--- src/rtl/uart_rx_8n1_if.sv ---
// Receive-side bundle between the UART RX front-end and its consumer.
// Signals: rx (serial line, idles high), received / recv_error (one-cycle strobes),
//          rx_byte (last good byte), is_receiving (frame in progress).
`timescale 1ns/1ps
interface uart_rx_8n1_if;
  logic       rx;
  logic       received;
  logic [7:0] rx_byte;
  logic       is_receiving;
  logic       recv_error;

  // master: the receiver, which samples the line and drives the results
  modport master (
    input  rx,
    output received, rx_byte, is_receiving, recv_error
  );

  // slave: the line side plus the consumer of the results
  modport slave (
    output rx,
    input  received, rx_byte, is_receiving, recv_error
  );
endinterface

--- src/rtl/uart_rx_8n1.sv ---
// UART 8-N-1 receiver with 16x oversampling (by default) and mid-bit sampling.
// Ports: clk, reset_n (synchronous, active-low), bus (uart_rx_8n1_if.master):
//        rx in; received / recv_error strobes, rx_byte, is_receiving out.
`timescale 1ns/1ps
module uart_rx_8n1 #(
  parameter int CLK_HZ     = 100_000_000,
  parameter int BAUD       = 9600,
  parameter int OVERSAMPLE = 16
) (
  input  logic          clk,
  input  logic          reset_n,
  uart_rx_8n1_if.master bus
);

  localparam int DIV = CLK_HZ / (BAUD * OVERSAMPLE);
  localparam int DW  = (DIV > 1) ? $clog2(DIV) : 1;
  localparam int TW  = $clog2(OVERSAMPLE) + 1;

  localparam logic [DW-1:0] DIV_LAST  = DW'(DIV - 1);
  localparam logic [TW-1:0] HALF_LAST = TW'(OVERSAMPLE / 2 - 1);
  localparam logic [TW-1:0] FULL_LAST = TW'(OVERSAMPLE - 1);

  typedef enum logic [2:0] {
    S_IDLE,
    S_START,
    S_DATA,
    S_STOP,
    S_BREAK
  } state_t;

  state_t        state;
  logic          rx_m;
  logic          rx_s;
  logic [DW-1:0] div_cnt;
  logic [TW-1:0] tcnt;
  logic [2:0]    bcnt;
  logic [7:0]    sreg;
  logic [7:0]    rx_byte_q;
  logic          received_q;
  logic          recv_error_q;
  logic          active;
  logic          tick;

  // The tick generator only runs while a frame is being timed.
  assign active = (state == S_START) || (state == S_DATA) || (state == S_STOP);
  assign tick   = active && (div_cnt == DIV_LAST);

  always_ff @(posedge clk) begin
    if (!reset_n) begin
      state        <= S_IDLE;
      rx_m         <= 1'b1;
      rx_s         <= 1'b1;
      div_cnt      <= '0;
      tcnt         <= '0;
      bcnt         <= '0;
      sreg         <= '0;
      rx_byte_q    <= '0;
      received_q   <= 1'b0;
      recv_error_q <= 1'b0;
    end else begin
      rx_m         <= bus.rx;
      rx_s         <= rx_m;
      received_q   <= 1'b0;
      recv_error_q <= 1'b0;

      if (active) begin
        div_cnt <= tick ? '0 : div_cnt + DW'(1);
      end

      case (state)
        S_IDLE: begin
          if (!rx_s) begin
            state   <= S_START;
            div_cnt <= '0;
            tcnt    <= '0;
            bcnt    <= '0;
          end
        end

        // Re-check the line at the middle of the start bit; a high level
        // here means the falling edge was a glitch.
        S_START: begin
          if (tick) begin
            if (tcnt == HALF_LAST) begin
              tcnt  <= '0;
              state <= rx_s ? S_IDLE : S_DATA;
            end else begin
              tcnt <= tcnt + TW'(1);
            end
          end
        end

        // From mid start bit, each full bit period lands on mid data bit.
        S_DATA: begin
          if (tick) begin
            if (tcnt == FULL_LAST) begin
              tcnt <= '0;
              sreg <= {rx_s, sreg[7:1]};
              bcnt <= bcnt + 3'd1;
              if (bcnt == 3'd7) begin
                state <= S_STOP;
              end
            end else begin
              tcnt <= tcnt + TW'(1);
            end
          end
        end

        // Leaving at mid stop bit lets an immediately following start edge
        // be caught without an idle gap.
        S_STOP: begin
          if (tick) begin
            if (tcnt == FULL_LAST) begin
              tcnt <= '0;
              if (rx_s) begin
                rx_byte_q  <= sreg;
                received_q <= 1'b1;
                state      <= S_IDLE;
              end else begin
                recv_error_q <= 1'b1;
                state        <= S_BREAK;
              end
            end else begin
              tcnt <= tcnt + TW'(1);
            end
          end
        end

        // A line held low after a framing error must return high before the
        // next start edge is trusted, otherwise a break decodes as 0x00s.
        S_BREAK: begin
          if (rx_s) begin
            state <= S_IDLE;
          end
        end

        default: state <= S_IDLE;
      endcase
    end
  end

  assign bus.received     = received_q;
  assign bus.recv_error   = recv_error_q;
  assign bus.rx_byte      = rx_byte_q;
  assign bus.is_receiving = active;

endmodule

--- src/flat_wrapper.sv ---
// flat-port wrapper written by rule: the top's interface ports become plain ports
module uart_rx_8n1_flat 
#(
  parameter int CLK_HZ     = 100_000_000,
  parameter int BAUD       = 9600,
  parameter int OVERSAMPLE = 16
)
  (clk, reset_n, bus_rx, bus_received, bus_rx_byte, bus_is_receiving, bus_recv_error);
  uart_rx_8n1_if bus_i ();
  input  logic clk;
  input  logic reset_n;
  input wire logic [$bits(bus_i.rx)-1:0] bus_rx;
  output wire logic [$bits(bus_i.received)-1:0] bus_received;
  output wire logic [$bits(bus_i.rx_byte)-1:0] bus_rx_byte;
  output wire logic [$bits(bus_i.is_receiving)-1:0] bus_is_receiving;
  output wire logic [$bits(bus_i.recv_error)-1:0] bus_recv_error;
  assign bus_i.rx = bus_rx;
  assign bus_received = bus_i.received;
  assign bus_rx_byte = bus_i.rx_byte;
  assign bus_is_receiving = bus_i.is_receiving;
  assign bus_recv_error = bus_i.recv_error;
  uart_rx_8n1 #(.CLK_HZ(CLK_HZ), .BAUD(BAUD), .OVERSAMPLE(OVERSAMPLE)) u_core (.clk(clk), .reset_n(reset_n), .bus(bus_i));
endmodule
--- config.mk ---
export PLATFORM = sky130hd
export DESIGN_NAME = uart_rx_8n1_flat
export DESIGN_NICKNAME = d
export VERILOG_FILES = /design/src/rtl/uart_rx_8n1_if.sv /design/src/rtl/uart_rx_8n1.sv /design/src/flat_wrapper.sv
export SDC_FILE = /design/constraint.sdc
export NUM_CORES = 1
export LEC_CHECK = 0
export ABC_AREA = 1
export BUFFER_PORTS_ARGS = -buffer_cell sky130_fd_sc_hd__buf_2
export CORE_AREA = 2 2 67 69
export CTS_CLUSTER_DIAMETER = 60
export DETAILED_ROUTE_END_ITERATION = 8
export DIE_AREA = 0 0 69 71
export HOLD_SLACK_MARGIN = 0.05
export PLACE_DENSITY_LB_ADDON = 0.08
export SYNTH_ARGS = -nofsm -noshare
export SYNTH_HDL_FRONTEND = slang
export SYNTH_SLANG_ARGS = --single-unit
--- constraint.sdc ---
create_clock -name clk -period 2.5 [get_ports clk]
set_input_delay 0.125 -clock clk [delete_from_list [all_inputs] [get_ports clk]]
set_output_delay 0.125 -clock clk [all_outputs]
set_load 0.01 [all_outputs]
==> flow_summary.json, run 1 <==
{
  "status": "finished, final reports clean",
  "clk_path_buf_depth": 2,
  "slowest_delay_ns": 0.39,
  "ctsResizeCount": 0,
  "hpwl_um": 2837,
  "antennaDiodeCount": 0,
  "hp-class": "primary input to register",
  "cp_max_fo": 11,
  "clock_latency_ns": 0.29,
  "finClkSkew_ns": 0.005088,
  "wl_per_cell_um": 11.53,
  "cts.clk_slew.worst_paths_ns": 0.08,
  "postCtsHoldBufs": 1,
  "wl_um": 3874,
  "max_slew.worst_pin.slew_ns": 0.3847,
  "ys_seq_elements": 41,
  "overflow": 0,
  "worstHoldPathCells": 3,
  "fin_area_um2": 2213,
  "fin_nets": 293,
  "area_growth_pct": 10.77,
  "rsz0062_at_grt": "false",
  "start_util_pct": 47.53,
  "total_power_mw": 1.561,
  "cp.depth": 11,
  "setup_tns_ns": 0,
  "grt_pass1_vias": 1530,
  "antenna_found_initial": 0,
  "cp_data_arrival_time_ns": 2.27,
  "drive_above_1_share_pct": 15.85,
  "ys_seq_area_share_pct": 41.08,
  "finalHoldViolations": 0,
  "r2r-end": "u_core.bus.rx_byte[2]",
  "required_ns": 2.70,
  "core_um2": 4204,
  "grt_max_degree": 25,
  "critical-path-top-delay-family": "simple AND/OR/NAND/NOR gates",
  "ir_drop_uv": 361.0,
  "ys_types": 32,
  "finalMaxSlewViolations": 0,
  "timing.rr.start": "u_core.tcnt[0]",
  "r2r_slack_ns": 0.43,
  "post-route-period-util_pct": 82.78,
  "powerDensity_nw_per_um2": 705.3,
  "postLayoutCoreUtil_pct": 52.65,
  "holdCritStartpoint": "reset_n",
  "die_height_um": 71,
  "final_cell_mix": "nor2_1 (48), nand2_1 (47), dfxtp_1 (41)",
  "p_leak_nw": 1.027,
  "io_pins": 14,
  "syn_area_per_cell_um2": 7.484,
  "ctsHtreeMaxLevel": 2,
  "post_cts_buffers": 0,
  "setup_violations": 0,
  "cp_slowest_cell": "dfxtp_1",
  "r2r_cells": 11,
  "maxCapViolCount": 0,
  "hold_end": "u_core.state[1]",
  "final_common_cell": "nor2_1",
  "start_kind": "register",
  "die_w_um": 69,
  "portBuffers": 13,
  "syn_area_um2": 1998,
  "viasPerCell": 4.935,
  "crit_type": "register to register",
  "synth_top_area_cell": "dfxtp_1",
  "clockRootBuffer": "clkbuf_8",
  "relSlewSlack_pct": 74.35,
  "cts.sinks": 41,
  "vias": 1658,
  "placed_area_um2": 2083,
  "syn_nets": 277,
  "path_cells": "ha_1, nand2_1, inv_1, nand2_1, inv_1, ha_1, nand4_4, nor3_4, inv_2, nor2_1, nor2_1",
  "drt_iter0_drc": 71,
  "path_buf_inv": 3,
  "syn_inst": 267,
  "antenna_left": 0,
  "endpoint_kind": "register",
  "route.detailed.drc": 0,
  "min_period_ns": 2.069,
  "grt_pass1_wl_um": 6858,
  "max_freq_mhz": 483.2,
  "gp_congestion": 0.7930,
  "crit_path_start": "u_core.tcnt[0]",
  "cts_made_buffers": 5,
  "cts_tree": "yes",
  "yosys-top-cells-area": "dfxtp_1 (41%), nor2_1 (9.0%), nand2_1 (8.8%)",
  "ys_warn_count": 0,
  "dr.pass1.iters": 4,
  "grt_usage_pct": 17.40,
  "num_rows": 24,
  "dieArea_um2": 4899,
  "yosys.area.top_type_share_pct": 41.08
}
==> worst max path at each step <==
| stage | end | slack (ns) |
|---|---|---|
| detailed placement | u_core.bus.rx_byte[1] | 0.45 |
| global route | u_core.bus.rx_byte[2] | 0.19 |
| CTS | u_core.bus.rx_byte[1] | 0.40 |
| global placement | u_core.bus.rx_byte[2] | 0.53 |
| finish | u_core.bus.rx_byte[2] | 0.43 |
| floorplan | u_core.bcnt[1] | 0.85 |
==> routing by layer <==
metal / vias up / global-route usage [%] / wire [um]
met2: 13 / 29.17 / 1840
met5: - / 0 / 0
met4: 0 / 5.882 / 60
li1: 902 / - / -
met1: 737 / 22.02 / 1876
met3: 6 / 4.274 / 96
==> flip-flops by register name (all words and copies together) (netlist names) <==
register	flops
u_core.div_cnt	10
u_core.bus.rx_byte	8
u_core.sreg	8
u_core.tcnt	5
u_core.bcnt	3
u_core.state	3
u_core.bus.received	1
u_core.bus.recv_error	1
u_core.rx_m	1
u_core.rx_s	1
==> cell usage after synthesis <==
library cell,n
nor2_1,48
nand2_1,47
dfxtp_1,41
inv_1,25
o21ai_0,18
a21oi_1,15
nor3_1,10
nand3_1,8
ha_1,7
nand4_1,7
o21ai_1,6
nor2_2,5
buf_6,4
nand2_2,3
or2_2,3
clkbuf_1,2
inv_2,2
nor2_4,2
a211oi_1,1
a21o_1,1
a21oi_2,1
a22oi_1,1
and3_1,1
clkinv_1,1
nand2_4,1
nand3_4,1
nand4_2,1
nand4_4,1
nor2_8,1
nor3_4,1
nor3b_2,1
nor4_1,1
==> final cells by class <==
type                       count  area, um^2
multi-input combinational    192        1020
timing repair buffer          15       82.58
inverter                      28       105.1
fill                         427        1991
tap                           52       65.06
clock inverter                 2       37.54
clock buffer                   6       82.58
sequential                    41       820.8
==> report_power, final <==
part	switching, mW	internal [mW]	leakage [nW]	total [mW]
clock network	0.236	0.325	0.0574	0.560
logic	0.194	0.0929	0.638	0.287
registers	0.0332	0.681	0.331	0.714
total	0.463	1.10	1.03	1.56
==> tightest hold or removal path: cells and delay by family <==
family / cells / cell delay, ns
buffers and inverters: 1 / 0.23
and+or+nand+nor: 2 / 0.14
==> cell families (layout without fill, tap and decap cells) <==
logic type,after synthesis,in the layout,share of synthesized area [%]
buffers and inverters,34,51,7.890
AOI/OAI and AO/OA,43,43,11.33
adders and majority gates,7,7,4.383
and+or+nand+nor,142,142,35.32
DFF,41,41,41.08
==> per-stage QoR <==
stage | cells | hold slack, ns | setup WS (ns)
6_report | 336 | 0.2465 | 0.4306
5_1_grt | 336 | 0.2707 | 0.1889
4_1_cts | 336 | 0.2314 | 0.4025
3_5_place_dp | 327 | 0.3135 | 0.4459
3_3_place_gp | 327 | 0.3114 | 0.5290
2_1_floorplan | 267 | 0.2316 | 0.8461
Power figures use the tool's default switching activity.
==> run 2: changes to the inputs <==
- clock period: 2.5 -> 1.73 ns (I/O delays scaled with it)
==> run 2 against run 1 <==
Effect of this change: utilization is 5.0 points higher; critical endpoint is now u_core.state[1]; fmax is 28% higher; global-route usage is 0.97 points higher; largest power group unchanged; combinational power is 110% higher; non-clock buffer count is 16 higher; sequential share of layout area is 3.0 points lower; clock power is 41% higher; sequential power is 43% higher; clock skew hardly changed; wire length is 4.8% higher; critical path type unchanged; largest cell class unchanged; via count is 5.6% higher; final cell count is 5.1% higher.
==> flow_summary.json, run 2 (synthesis gave the netlist of run 1 again) <==
{
  "status": "finished, final reports clean",
  "ir_drop_uv": 422.1,
  "antenna_found_initial": 0,
  "met3_length_um": 107,
  "vias": 1751,
  "clock_latency_ns": 0.29,
  "antennaDiodeCount": 0,
  "drt_iter0_drc": 45,
  "endpoint_kind": "register",
  "fin_nets": 310,
  "clk_path_buf_depth": 2,
  "dr.pass1.iters": 4,
  "wl_um": 4060,
  "grt_usage_pct": 18.37,
  "min_period_ns": 1.621,
  "die_w_um": 69,
  "crit_type": "register to register",
  "antenna_left": 0,
  "start_util_pct": 47.53,
  "route.detailed.drc": 0,
  "powerDensity_nw_per_um2": 988.2,
  "hpwl_um": 2916,
  "cp_data_arrival_time_ns": 1.81,
  "start_kind": "register",
  "grt_pass1_wl_um": 7314,
  "max_slew.worst_pin.slew_ns": 0.3526,
  "overflow": 0,
  "max_freq_mhz": 616.7,
  "maxCapViolCount": 0,
  "final_cell_mix": "nor2_1 (46), nand2_1 (42), dfxtp_1 (37)",
  "final_common_cell": "nor2_1",
  "p_leak_nw": 1.103,
  "largest_reg_flops": 10,
  "setup_violations": 0,
  "die_height_um": 71,
  "path_cells": "ha_4, nand2_1, inv_2, nand2_2, inv_2, ha_4, nand4_4, buf_12, nand2_2, nand4_4, nor2_1, nor2_1",
  "p_int_mw": 1.689,
  "clockRootBuffer": "clkbuf_8",
  "path_buf_inv": 3,
  "post-route-period-util_pct": 93.73,
  "gp_congestion": 0.8212,
  "cts.clk_slew.worst_paths_ns": 0.08,
  "num_rows": 24,
  "wirelength_met1_um": 1879,
  "core_um2": 4204,
  "place_ws_ns": -0.01356,
  "grt_pass1_vias": 1681,
  "finalHoldViolations": 0,
  "p_sw_mw": 0.7072,
  "seqPwrFrac_pct": 42.6,
  "largest-register": "u_core.div_cnt",
  "top_layer_used": "met4",
  "cp_slowest_cell": "dfxtp_2",
  "slowest_delay_ns": 0.35,
  "clockPowerShare_pct": 32.8,
  "required_ns": 1.92,
  "io_pins": 14,
  "total_power_mw": 2.396,
  "portBuffers": 13,
  "finalMaxSlewViolations": 0,
  "relSlewSlack_pct": 76.47,
  "dieArea_um2": 4899,
  "ctsHtreeMaxLevel": 2,
  "grt_max_degree": 20,
  "area_growth_pct": 21.35,
  "rsz0062_at_grt": "true",
  "netSwitchingFraction_pct": 29.51,
  "cp_max_fo": 7,
  "fin_ws_ns": 0.1085,
  "cts_tree": "yes",
  "wl_per_cell_um": 11.50,
  "cts_made_buffers": 5,
  "critical-path-top-delay-family": "simple AND/OR/NAND/NOR gates",
  "hp-class": "primary input to register",
  "viasPerCell": 4.960,
  "wl_met2_um": 2019,
  "cts.sinks": 41,
  "power_frac_comb_pct": 24.6,
  "drive_above_1_share_pct": 25.91,
  "finClkSkew_ns": 0.004894
}
-- run 2: repair_timing --
| item | CTS | global route |
|---|---|---|
| cloned | 1 | 0 |
| buffers inserted | 2 | 2 |
| hold endpoints to repair | 1 | 0 |
| setup endpoints to repair | 4 | 27 |
| pin swaps | 1 | 4 |
| gates resized for setup | 1 | 23 |
| hold buffers | 1 | 0 |
-- run 2: path summary, 6_finish.rpt --
| kind | start | to | slack (ns) | depth (start not counted) |
|---|---|---|---|---|
| worst max-delay path | u_core.tcnt[0] | u_core.state[1] | 0.11 | 12 |
| worst min-delay path | reset_n | u_core.state[1] | 0.08 | 3 |
| worst max register to register | u_core.tcnt[0] | u_core.state[1] | 0.11 | 12 |
| worst min register to register | u_core.rx_m | u_core.rx_s | 0.42 | 1 |
-- run 2: power by group through the flow --
| stage | combinational [mW] | sequential [mW] | clock, mW |
|---|---|---|---|
| 2_1_floorplan | 0.353 | 1.04 | 0 |
| 3_3_place_gp | 0.515 | 1.04 | 0 |
| 3_5_place_dp | 0.518 | 1.04 | 0 |
| 4_1_cts | 0.530 | 1.02 | 0.817 |
| 5_1_grt | 0.667 | 1.02 | 0.843 |
| 6_report | 0.590 | 1.02 | 0.787 |
-- run 2: tightest hold or removal path, stage by stage --
cell	delay (ns)
buf_2	0.14
nand2_1	0.07
nor2_1	0.03
-- run 2: layout make-up --
cell class                 instances  area [um^2]
fill                             409         1779
multi-input combinational        193         1094
sequential                        41        825.8
timing repair buffer              31        219.0
inverter                          28        105.1
clock buffer                       7        86.33
tap                               52        65.06
clock inverter                     1        30.03
-- run 2: per-stage QoR --
stage               cell area, um^2  setup TNS, ns  std cells  util (%)  hold WS, ns
global placement               2186              0        339     51.99       0.2718
global route                   2425       -0.03171        353     57.68      0.09656
finish                         2425              0        353     57.68      0.07958
detailed placement             2186       -0.02477        339     51.99       0.2747
CTS                            2341              0        351     55.68      0.07729
floorplan                      1998              0        267         -       0.1931
-- run 2: layer usage --
layer  vias to the layer above  global-route usage [%]
met2                        17                   32.05
met1                       790                   22.78
met4                         0                   5.229
met5                         -                       0
li1                        938                       -
met3                         6                   4.274
==> run 3: changes to the inputs <==
- PLACE_DENSITY: default -> 0.67
- PLACE_DENSITY_LB_ADDON: 0.08 -> default
==> run 3 against run 2 <==
Effect of this change: flip-flop and latch count unchanged; utilization rose by 4.2 points; critical endpoint is now u_core.bus.recv_error; hold slack better by 0.12 ns; sequential share of layout area is 2.4 points lower; fmax decreased by 5.8%; global-route usage is 0.85 points higher; critical path type unchanged; combinational power grew 8.0%.
==> flow_summary.json, run 3 (synthesis gave the netlist of run 1 again) <==
{
  "fin_ws_ns": 0.009407,
  "cts.clk_slew.worst_paths_ns": 0.08,
  "cts.sinks": 41,
  "dieArea_um2": 4899,
  "drive_above_1_share_pct": 31.83,
  "required_ns": 1.91,
  "finalHoldViolations": 0,
  "dr.pass1.iters": 4,
  "max_slew.worst_pin.slew_ns": 0.3257,
  "final_common_cell": "nand2_1",
  "start_util_pct": 47.53,
  "cp_data_arrival_time_ns": 1.90,
  "ctsHtreeMaxLevel": 2,
  "postLayoutCoreUtil_pct": 61.90,
  "area_growth_pct": 30.24,
  "largest_reg_flops": 10,
  "relSlewSlack_pct": 78.15,
  "start_kind": "register",
  "ir_drop_uv": 542.5,
  "die_w_um": 69,
  "setup_violations": 0,
  "wl_per_cell_um": 12.29,
  "num_rows": 24,
  "vias": 1832,
  "viasPerCell": 5.047,
  "max_freq_mhz": 581.2,
  "cts_made_buffers": 5,
  "finalMaxSlewViolations": 0,
  "finClkSkew_ns": 0.009778,
  "p_leak_nw": 1.163,
  "wl_um": 4463,
  "route.detailed.drc": 0,
  "status": "finished, final reports clean",
  "clock_latency_ns": 0.30,
  "largest-register": "u_core.div_cnt",
  "maxCapViolCount": 0,
  "overflow": 0,
  "antenna_found_initial": 0,
  "core_um2": 4204,
  "endpoint_kind": "register",
  "crit_type": "register to register",
  "fin_nets": 320,
  "gp_congestion": 0.7853,
  "clk_path_buf_depth": 2,
  "hpwl_um": 2860,
  "powerDensity_nw_per_um2": 935.0,
  "grt_pass1_wl_um": 7596,
  "grt_max_degree": 24,
  "rsz0062_at_grt": "true",
  "hp-class": "primary input to register",
  "cp_max_fo": 5,
  "fin_area_um2": 2603,
  "grt_pass1_vias": 1794,
  "min_period_ns": 1.721,
  "antenna_left": 0,
  "io_pins": 14,
  "place_ws_ns": -0.02876,
  "clockRootBuffer": "clkbuf_8",
  "antennaDiodeCount": 0,
  "grt_usage_pct": 19.22,
  "placed_area_um2": 2186,
  "post-route-period-util_pct": 99.46,
  "drt_iter0_drc": 55,
  "portBuffers": 13,
  "cts_tree": "yes",
  "final_cell_mix": "nand2_1 (43), nor2_1 (38), dfxtp_1 (38)",
  "die_height_um": 71
}
==> run 3: cell count changes in the layout (fill, tap and decap cells not counted), sizes merged <==
cell / delta
bufbuf: +1
clkinvlp: +2
clkinv: +1
clkbuf: -2
buf: +8
==> run 3: area by class of cell <==
class / count / area (um^2)
fillers: 355 / 1602
multi-input cells: 193 / 1159
flip-flops and latches: 41 / 824.5
repair buffers: 40 / 319.1
inverters: 28 / 112.6
clock buffers: 5 / 68.82
well taps: 52 / 65.06
clock inverters: 3 / 46.29
repair inverters: 1 / 7.507
==> run 3: path summary, 6_finish.rpt <==
kind,slack (ns),start,to,cells past startpoint
worst max-delay path,0.009,u_core.tcnt[0],u_core.bus.recv_error,10
worst min-delay path,0.20,reset_n,u_core.state[2],3
worst max register to register,0.009,u_core.tcnt[0],u_core.bus.recv_error,10
worst min register to register,0.42,u_core.rx_m,u_core.rx_s,1
==> run 3: layer usage <==
| metal | part of all wire, % | GRT usage, % | vias up |
|---|---|---|---|
| li1 | - | - | 959 |
| met1 | 43 | 20.93 | 838 |
| met2 | 52 | 35.04 | 26 |
| met3 | 2.7 | 4.131 | 9 |
| met4 | 2.2 | 10.02 | 0 |
| met5 | 0 | 0 | - |
==> run 3: worst max-delay path: stages, from the launching register on <==
cell and delay [ns]:
dfxtp_2 0.36, ha_4 0.14, nand2_2 0.06, inv_2 0.07
nand2_2 0.05, inv_2 0.07, ha_4 0.14, nand4_4 0.10
buf_4 0.16, bufbuf_16 0.26, nor4_2 0.21
==> run 3: power by group <==
| part | leakage, nW | switching, mW | internal [mW] | total (mW) |
|---|---|---|---|---|
| combinational | 0.776 | 0.377 | 0.260 | 0.637 |
| clock | 0.0543 | 0.349 | 0.432 | 0.780 |
| sequential | 0.333 | 0.0285 | 0.987 | 1.02 |
| total | 1.16 | 0.754 | 1.68 | 2.43 |
==> run 3: what timing repair did <==
item | CTS | global route
gates cloned | 3 | 0
hold endpoints to repair | 1 | 0
setup endpoints to repair | 8 | 28
hold buffers | 1 | 0
gates resized for setup | 18 | 31
setup buffers | 7 | 6
pin swaps | 7 | 11
==> run 3: per-stage QoR <==
step                total power, mW  hold slack [ns]  instances  setup TNS (ns)
finish                        2.433           0.1983        363               0
global route                  2.563           0.2093        363         -0.7038
CTS                           2.394           0.1850        358               0
detailed placement            1.577           0.2753        339        -0.05557
global placement              1.568           0.2737        339               0
floorplan                     1.397           0.1931        267               0
